$ cat config.mk
export PLATFORM = sky130hd
export DESIGN_NAME = mem_arbiter
export DESIGN_NICKNAME = d
export VERILOG_FILES = /design/src/rtl/mem_arbiter.sv
export SDC_FILE = /design/constraint.sdc
export NUM_CORES = 1
export LEC_CHECK = 0
export ABC_AREA = 1
export CAP_MARGIN = 15
export CORE_MARGIN = 2
export CORE_UTILIZATION = 39
export CTS_BUF_LIST = sky130_fd_sc_hd__clkbuf_16
export DETAILED_ROUTE_END_ITERATION = 10
export GPL_TIMING_DRIVEN = 0
export PLACE_DENSITY = 0.86
export SETUP_SLACK_MARGIN = 0.02
export SLEW_MARGIN = 20
export SYNTH_ARGS = -nofsm -noshare
export SYNTH_HDL_FRONTEND = slang
export SYNTH_SLANG_ARGS = --single-unit
$ cat constraint.sdc
create_clock -name clk -period 2.4 [get_ports clk]
set_clock_uncertainty 0.05 [all_clocks]
set_input_delay 0.48 -clock clk [delete_from_list [all_inputs] [get_ports clk]]
set_output_delay 0.48 -clock clk [all_outputs]
set_load 0.03 [all_outputs]
$ cat src/rtl/mem_arbiter.sv
// Two-master arbiter in front of a byte RAM with combinational read data.
// One access in flight: grant cycle, RAM cycle, response cycle.
module mem_arbiter #(
    parameter int FAIR = 1
) (
    input  logic        clk,
    input  logic        rst_n,
    input  logic        m0_req,
    input  logic        m0_we,
    input  logic [31:0] m0_addr,
    input  logic [31:0] m0_wdata,
    input  logic [2:0]  m0_u_b_h_w,
    input  logic        m1_req,
    input  logic        m1_we,
    input  logic [31:0] m1_addr,
    input  logic [31:0] m1_wdata,
    input  logic [2:0]  m1_u_b_h_w,
    output logic        m0_gnt,
    output logic        m1_gnt,
    output logic        m0_rvalid,
    output logic        m1_rvalid,
    output logic [31:0] rdata,
    output logic        err,
    output logic [31:0] ram_addr,
    output logic [31:0] ram_din,
    output logic        ram_we,
    output logic [2:0]  ram_u_b_h_w,
    input  logic [31:0] ram_dout
);

    // state  | meaning
    // IDLE   | waiting for a request; winner's gnt pulses in this cycle
    // ACCESS | RAM driven from latched request; write strobe, read data captured
    // RESP   | owner's rvalid pulse with rdata/err

    typedef enum logic [1:0] {IDLE, ACCESS, RESP} state_t;

    state_t      state;
    logic        owner_q;
    logic        last_m1_q;
    logic        mis_q;
    logic [31:0] addr_q;
    logic [31:0] wdata_q;
    logic [2:0]  size_q;

    logic        any_req;
    logic        accept;
    logic        win_m1;
    logic        sel_we;
    logic        sel_mis;
    logic [31:0] sel_addr;
    logic [31:0] sel_wdata;
    logic [2:0]  sel_size;

    assign any_req = m0_req | m1_req;

    always_comb begin
        win_m1 = 1'b0;
        if (m1_req && !m0_req) begin
            win_m1 = 1'b1;
        end else if (m1_req && m0_req && (FAIR != 0)) begin
            win_m1 = !last_m1_q;
        end
    end

    assign sel_we    = win_m1 ? m1_we      : m0_we;
    assign sel_addr  = win_m1 ? m1_addr    : m0_addr;
    assign sel_wdata = win_m1 ? m1_wdata   : m0_wdata;
    assign sel_size  = win_m1 ? m1_u_b_h_w : m0_u_b_h_w;

    // word size takes precedence if both size bits are set
    assign sel_mis = sel_size[1] ? (sel_addr[1:0] != 2'b00)
                                 : (sel_size[0] & sel_addr[0]);

    // grant is decided in the IDLE cycle itself so the RAM cycle follows directly
    assign accept = rst_n && (state == IDLE) && any_req;
    assign m0_gnt = accept && !win_m1;
    assign m1_gnt = accept && win_m1;

    assign ram_addr    = addr_q;
    assign ram_din     = wdata_q;
    assign ram_u_b_h_w = size_q;

    always_ff @(posedge clk) begin
        if (!rst_n) begin
            state     <= IDLE;
            owner_q   <= 1'b0;
            last_m1_q <= 1'b1;
            mis_q     <= 1'b0;
            addr_q    <= '0;
            wdata_q   <= '0;
            size_q    <= '0;
            ram_we    <= 1'b0;
            m0_rvalid <= 1'b0;
            m1_rvalid <= 1'b0;
            rdata     <= '0;
            err       <= 1'b0;
        end else begin
            ram_we    <= 1'b0;
            m0_rvalid <= 1'b0;
            m1_rvalid <= 1'b0;
            case (state)
                IDLE: begin
                    if (any_req) begin
                        owner_q   <= win_m1;
                        last_m1_q <= win_m1;
                        mis_q     <= sel_mis;
                        addr_q    <= sel_addr;
                        wdata_q   <= sel_wdata;
                        size_q    <= sel_size;
                        ram_we    <= sel_we & ~sel_mis;
                        state     <= ACCESS;
                    end
                end
                ACCESS: begin
                    rdata     <= mis_q ? 32'h0 : ram_dout;
                    err       <= mis_q;
                    m0_rvalid <= ~owner_q;
                    m1_rvalid <= owner_q;
                    state     <= RESP;
                end
                RESP: begin
                    state <= IDLE;
                end
                default: begin
                    state <= IDLE;
                end
            endcase
        end
    end

endmodule

; ---- Yosys cells after proc, flatten, opt, wreduce, memory -nomap -nowiden
; Cells that the tools add are included.
[op_classes]
bitwise_logic = 5
n_eq_ne = 2
n_mux = 10
reduce_logical = 14
[ops]
columns = operator, n
row1 = 32-bit two-way mux, 3
row2 = 1-bit logical AND, 6
row3 = 1-bit two-way mux, 4
row4 = 2-bit case mux with 2 select lines, 1
row5 = 2-bit AND reduction, 2
row6 = 1-bit zero test, 3
row7 = 3-bit two-way mux, 1
row8 = 3-bit AND reduction, 1
row9 = 1-bit AND, 2
row10 = "2-bit by 1-bit equality test with 1-bit output, second input constant", 1
row11 = 2-bit zero test, 1
row12 = 2-bit two-way mux, 1
row13 = "2-bit != test, second input constant", 1
row14 = 1-bit NOT, 2
row15 = 2-bit nonzero test, 1
row16 = 1-bit OR, 1
[totals]
out_inout_bits = 105
reg_bits = 108
word_cells = 43
input_bits = 172

; ---- Depth between registers and ports, before layout
[depth]
depth_word = 8
mapped_depth = 8
mapped_depth_nobuf = 8

; ---- Worst setup path before layout
; Ideal clock, no wire load.
[synth_timing]
path_kind = input port to output port
start = input rst_n
end = output m0_gnt
arrival_ns = 1.291
slack_ns = 0.579
cell_stages = 5
path_buffers = 1
cell_sequence = buf_2 -> nand2_1 -> nor2_4 -> inv_1 -> nor2_2
[synth_via]
elab_chain_cells = 3
[synth_lines]
columns = element, line_no
row1 = "start, declared", 7  ; input logic rst_n,
row2 = 1-bit logical AND (2 in series), 76  ; assign accept = rst_n && (state == IDLE) && any_req;
row3 = 1-bit logical AND, 77  ; assign m0_gnt = accept && !win_m1;
row4 = "end, declared", 18  ; output logic m0_gnt,
; Every way passes these cells.

; ---- Worst setup path in the final report
[layout_timing]
start = input m0_req
end = output m0_gnt
[layout_via]
elab_chain_cells = 5
word_cells_on_any_way = 9
classes_between = 2 x mux / 1 x bitwise / 6 x reduce/logical
[layout_lines]
columns = element, line_no
row1 = "start, declared", 8  ; input logic m0_req,
row2 = 1-bit logical AND / 1-bit zero test (equally long branches), "61, 59"
row3 = 1-bit two-way mux / 1-bit logical AND (equally long branches), "61, 59"
row4 = 1-bit two-way mux, 59  ; if (m1_req && !m0_req) begin
row5 = 1-bit zero test, 77
row6 = 1-bit logical AND (*), 77
; Mark *: on every way between the ends. The rest lies on a longest branch, timed or not.

==> impl_metrics.yaml <==
routing:
  postRouteAntennaNets: 0
  wirelength_um: 15000
  drt_iter0_markers: 202
  routedWlPerCell_um: 15.0
  first_pass_iters: 4
  drt-vias-per-instance: 4.90
  drc: 0
  vias: 4909
timing:
  layout_min_cycle_time_ps: 2320
  finalSetupTns_ps: 0
  tightestPinTransition_ps: 442
  fin_hold_ws_ps: 398
  grt_setup_unrepaired: "false"
  setup_ws_ps: 83.3
  hold_viol_final: 0
  slew_headroom_pct: 70.6
  max_clock_freq_ghz: 0.432
  min_period_over_period_pct: 96.5
  drv_slew: 0
  setup_viol: 0
cells_and_area:
  drive_gt1_share_pct: 6.85
  syn_to_final_growth_pct: 75.4
  fin_area_um2: 7520
  n_antenna_cell: 0
  fin_cells: 1001
  fillers: 907
  nNetsFinal: 1028
  finish.utilization_pct: 69.7
cts:
  cts-buffers-inserted: 9
  clkTransAtPathRegs_ps: 70
  cts_root_buf: "clkbuf_16"
  cts_tree: "yes"
  clockBufferDepth: 2
  cts_sinks: 108
  cts_htree_levels: 3
  clk-insertion-delay-late_ps: 340
floorplan:
  die_h_um: 109
  die_area_um2: 11900
  ios: 277
  fp-row-count: 38
  core_um2: 10800
  initial_core_util_pct: 39.8
  dieWidth_um: 109
grt:
  antenna_found_initial: 0
  grt_pass1_vias: 4530
  grt_overflow: 0
  grt_first_pass_wirelength_um: 22100
  grt_usage_pct: 24.1
  grt_start_max_net_pins: 18
synth:
  synth_ff_type: "dfxtp_1"
  yosysTopAreaCell: "dfxtp_1"
  synth_cell_type_count: 22
  synth-seq-area-share_pct: 50.4
  yosys_warnings: 0
  synth.avg_cell_area_um2: 7.57
  ys_ff_latch: 108
  ys_top_cells_by_count: "nand2_1 (221), dfxtp_1 (108), a31oi_1 (60)"
  synthTopCellsByArea: "dfxtp_1 (50%), nand2_1 (19%), a31oi_1 (8.7%)"
  syn-num-nets: 739
  yosysMostFrequentCell: "nand2_1"
  synthCells: 567
  synth_edf_count: 0
  async_reset_ff_share_pct: 0
  netlist_area_um2: 4290
  synth_top_area_share_pct: 50.4
power_and_ir_drop:
  pwr-share-clk_pct: 27.7
  switching_share_pct: 31.9
  internal_power_mw: 3.38
  peakVddDrop_uv: 396
  p_comb_share_pct: 30.8
  p_per_area_nw_per_um2: 659
  power_frac_seq_pct: 41.5
  p_total_mw: 4.96
  switching_power_mw: 1.58
  leakage_nw: 2.94
worst_setup_path:
  critPathArrivalTime_ps: 1790
  cp_common_cell: "nor2_4"
  crit_chain: "clkdlybuf4s50_1 -> nor2_4 -> nor2_4 -> inv_2 -> nor2_4 -> clkbuf_4"
  slowest_stage: "clkdlybuf4s50_1"
  required_ps: 1870
  crit_type: "input port to output pin"
  cp-end-kind: "output pin"
  max_stage_delay_ps: 550
  cp_max_fo: 6
  start_kind: "input port"
flow_run:
  maxCapViolCount: 0
place:
  place_congestion: 0.841
  placed_area_um2: 7220
  dp_cells: 982
  dpl_worst_slack_ps: -635
  portBuffers: 275
  hpwl_um: 11800
outcome:
  run_status: "finished, final reports clean"
hold_path:
  hold_path.class: "register to register"
[placed cells by master, fill, tap and decap left out, types with 8 or more instances in the layout]
master and n:
clkdlybuf4s50_1 272, nand2_1 220, dfxtp_1 108, a31oi_1 60, o21ai_0 45, a21oi_1 33, o21ai_1 20, buf_2 18
clkbuf_1 11, inv_1 10, buf_4 10, clkbuf_16 9, nand3_1 8
[layer usage]
metal	vias to the layer above	global-route usage, %	wire length [um]
met3	21	9.03	1510
met2	216	45.1	7680
met5	-	0	0
met4	0	7.42	306
li1	2474	-	-
met1	2198	24.5	5480
[repair_timing]
action / in CTS / in global routing
buffers inserted: 0 / 3
pin swaps: 0 / 1
hold buffers: 0 / 0
endpoints found under the setup margin: 2 / 2
gates resized for setup: 14 / 6
[state kept, by name, summed over array words and instances, names as in the netlist]
signal,flops
ram_addr,32
ram_din,32
rdata,32
ram_u_b_h_w,3
state,2
err,1
last_m1_q,1
m0_rvalid,1
m1_rvalid,1
mis_q,1
owner_q,1
ram_we,1
[power groups by stage]
stage	clock network [mW]	registers [mW]	logic [mW]
after floorplan	0	2.42	0.425
after global placement	0	2.09	1.51
after detailed placement	0	2.10	1.52
after CTS	1.39	2.06	1.53
after global routing	1.46	2.08	1.63
final	1.37	2.06	1.53
[worst max-delay path, delay by kind of cell]
kind | cells | cell delay, ps
and+or+nand+nor | 3 | 430
buffers and inverters | 3 | 870
[path summary, 6_finish.rpt]
kind | slack [ps] | cells past startpoint | from | end
hold / removal | 400 | 1 | owner_q | m0_rvalid
setup / recovery | 80 | 6 | m0_req | m0_gnt
setup reg to reg | 970 | 6 | state[1] | rdata[26]
hold reg to reg | 400 | 1 | owner_q | m0_rvalid
[logic make-up (layout without fill, tap and decap cells)]
family | Yosys count | after routing | synth area share (%)
buffers and inverters | 53 | 347 | 6.33
DFF | 108 | 108 | 50.4
AOI/OAI and AO/OA | 159 | 159 | 20.4
and+or+nand+nor | 247 | 247 | 22.9
[layout make-up]
| cell class | count | area, um2 | share of cell area, % |
|---|---|---|---|
| Inverter | 11 | 43.8 | 0.582 |
| Buffer | 42 | 230 | 3.06 |
| Tap cell | 140 | 175 | 2.33 |
| Clock inverter | 7 | 45.0 | 0.599 |
| Timing Repair Buffer | 278 | 2770 | 36.8 |
| Clock buffer | 9 | 225 | 2.99 |
| Sequential cell | 108 | 2160 | 28.7 |
| Multi-Input combinational cell | 406 | 1870 | 24.9 |
Power figures use the tool's default switching activity.
==> patch: new RTL, same settings <==
Register the output `err` once more, without a reset; this adds one clock of latency there. The other outputs are not delayed to match.
--- a/src/rtl/mem_arbiter.sv
+++ b/src/rtl/mem_arbiter.sv
@@ -34,6 +34,8 @@
     // RESP   | owner's rvalid pulse with rdata/err
 
     typedef enum logic [1:0] {IDLE, ACCESS, RESP} state_t;
+
+    logic err_s0;
 
     state_t      state;
     logic        owner_q;
@@ -94,7 +96,7 @@
             m0_rvalid <= 1'b0;
             m1_rvalid <= 1'b0;
             rdata     <= '0;
-            err       <= 1'b0;
+            err_s0    <= 1'b0;
         end else begin
             ram_we    <= 1'b0;
             m0_rvalid <= 1'b0;
@@ -114,7 +116,7 @@
                 end
                 ACCESS: begin
                     rdata     <= mis_q ? 32'h0 : ram_dout;
-                    err       <= mis_q;
+                    err_s0    <= mis_q;
                     m0_rvalid <= ~owner_q;
                     m1_rvalid <= owner_q;
                     state     <= RESP;
@@ -129,5 +131,9 @@
         end
     end
 
+    always_ff @(posedge clk) begin
+        err <= err_s0;
+    end
+
 endmodule
 
Behaviour: not the same (a bounded check fails within 4 cycles, from zero or initial values and one cycle with rst_n low).
==> patch against the original RTL <==
Worst setup slack improved by 0.072 ns. Core utilization up 0.57 points. Highest routed layer unchanged. Design area grew 0.81%. Global-route usage up 2.0 points. Worst hold slack lost 0.074 ns. Area after synthesis is 0.47% higher. Total power up 3.2%. Largest cell class unchanged. Critical path type unchanged. Register-to-register slack got worse by 0.06 ns. Die area grew 0.45%. Sequential cell count rose by 1. Count of clock-buffer cells in the layout stayed put. Critical endpoint unchanged. Wire length is 7.7% higher.
==> patch: results (changes against the original RTL) <==
status: finished clean
crit path launch: m1_req
clk cell area share: 3.96% (+0.37 points)
LEAKAGE: 2.96 nW (+0.81%)
ranking of synthesized cells by area: dfxtp_1 (51%), nand2_1 (19%), a31oi_1 (8.7%), o21ai_0 (5.2%), a21oi_1 (3.8%)
Worst Hold Margin: 0.324 ns (-0.0740 ns)
layout cells sized above 1: 7.18% (+0.33 points)
largest net degree at the start of global routing: 19 (+1)
fmax: 446 MHz (+3.2%)
Arr. time, crit path: 1.71 ns (-0.08 ns)
final WL: 16100 µm (+7.7%)
Buffers, non-clock: 321 (+0.31%)
hold path cells: 0 (-1)
metal2 WL: 8380 µm (+9.1%)
crit-path max cell delay: 0.40 ns (-0.15 ns)
Post-Place Worst Slack: -0.631 ns (+0.00419 ns)
met1 usage: 26.1% (+1.6 points)
fillers: 846 (-6.7%)
register area share after synthesis: 50.6% (+0.23 points)
placed cells: 983 (+0.10%)
Hold Path End: err$_DFF_P_
GPL Wtd Cong: 0.882 (+4.9%)
Synth Instances: 568 (+0.18%)
wire length on met3: 1420 µm (-5.8%)
VDD IR-drop max: 355 µV (-10%)
vias in the first global route: 5004 (+10%)
GR met3 Demand/Resource: 7.41% (-1.6 points)
placed cell areas: 7240 µm² (+0.28%)
Async S/R FF share, synth: 0% (unchanged)
slowest CP cell: dlygate4sd2_1
routed length on met1: 5810 µm (+6.2%)
CTS tree: built
Vias per Instance: 5.12 (+4.3%)
FF-to-FF End: rdata[13]$_SDFFE_PN0N_
GRT Overall Usage: 26.1% (+2.0 points)
Post-DP HPWL: 12500 µm (+6.6%)
finished layout cell area: 7590 µm² (+0.81%)
crit path to: m0_gnt
worst slew pin tran: 0.425 ns (-0.0168 ns)
first-pass GRT wire length: 24100 µm (+9.1%)
DRT iter0 DRCs: 352 (+74%)
-- patch: cell count changes after synthesis --
cell	unedited run	this run
dfxtp_1	108	109
-- patch: per-stage QoR --
stage,setup TNS [ns],power [mW]
after global routing,0,5.33
after CTS,0,5.13
after detailed placement,-1.17,3.65
after global placement,-1.09,3.61
final,0,5.12
after floorplan,0,2.87
-- patch: cell families (layout without fill, tap and decap cells) --
logic type | count (synthesis) | after routing | share of synthesized area, %
AND/OR/NAND/NOR | 247 | 247 | 22.8
flip-flops | 109 | 109 | 50.6
AO/OA/AOI/OAI | 159 | 159 | 20.3
buffers and inverters | 53 | 348 | 6.30
-- patch: power breakdown --
| part | internal, mW | switching [mW] | total, mW | leakage (nW) |
|---|---|---|---|---|
| combinational | 0.706 | 0.841 | 1.55 | 1.93 |
| sequential | 1.99 | 0.0961 | 2.08 | 0.899 |
| clock | 0.813 | 0.672 | 1.48 | 0.140 |
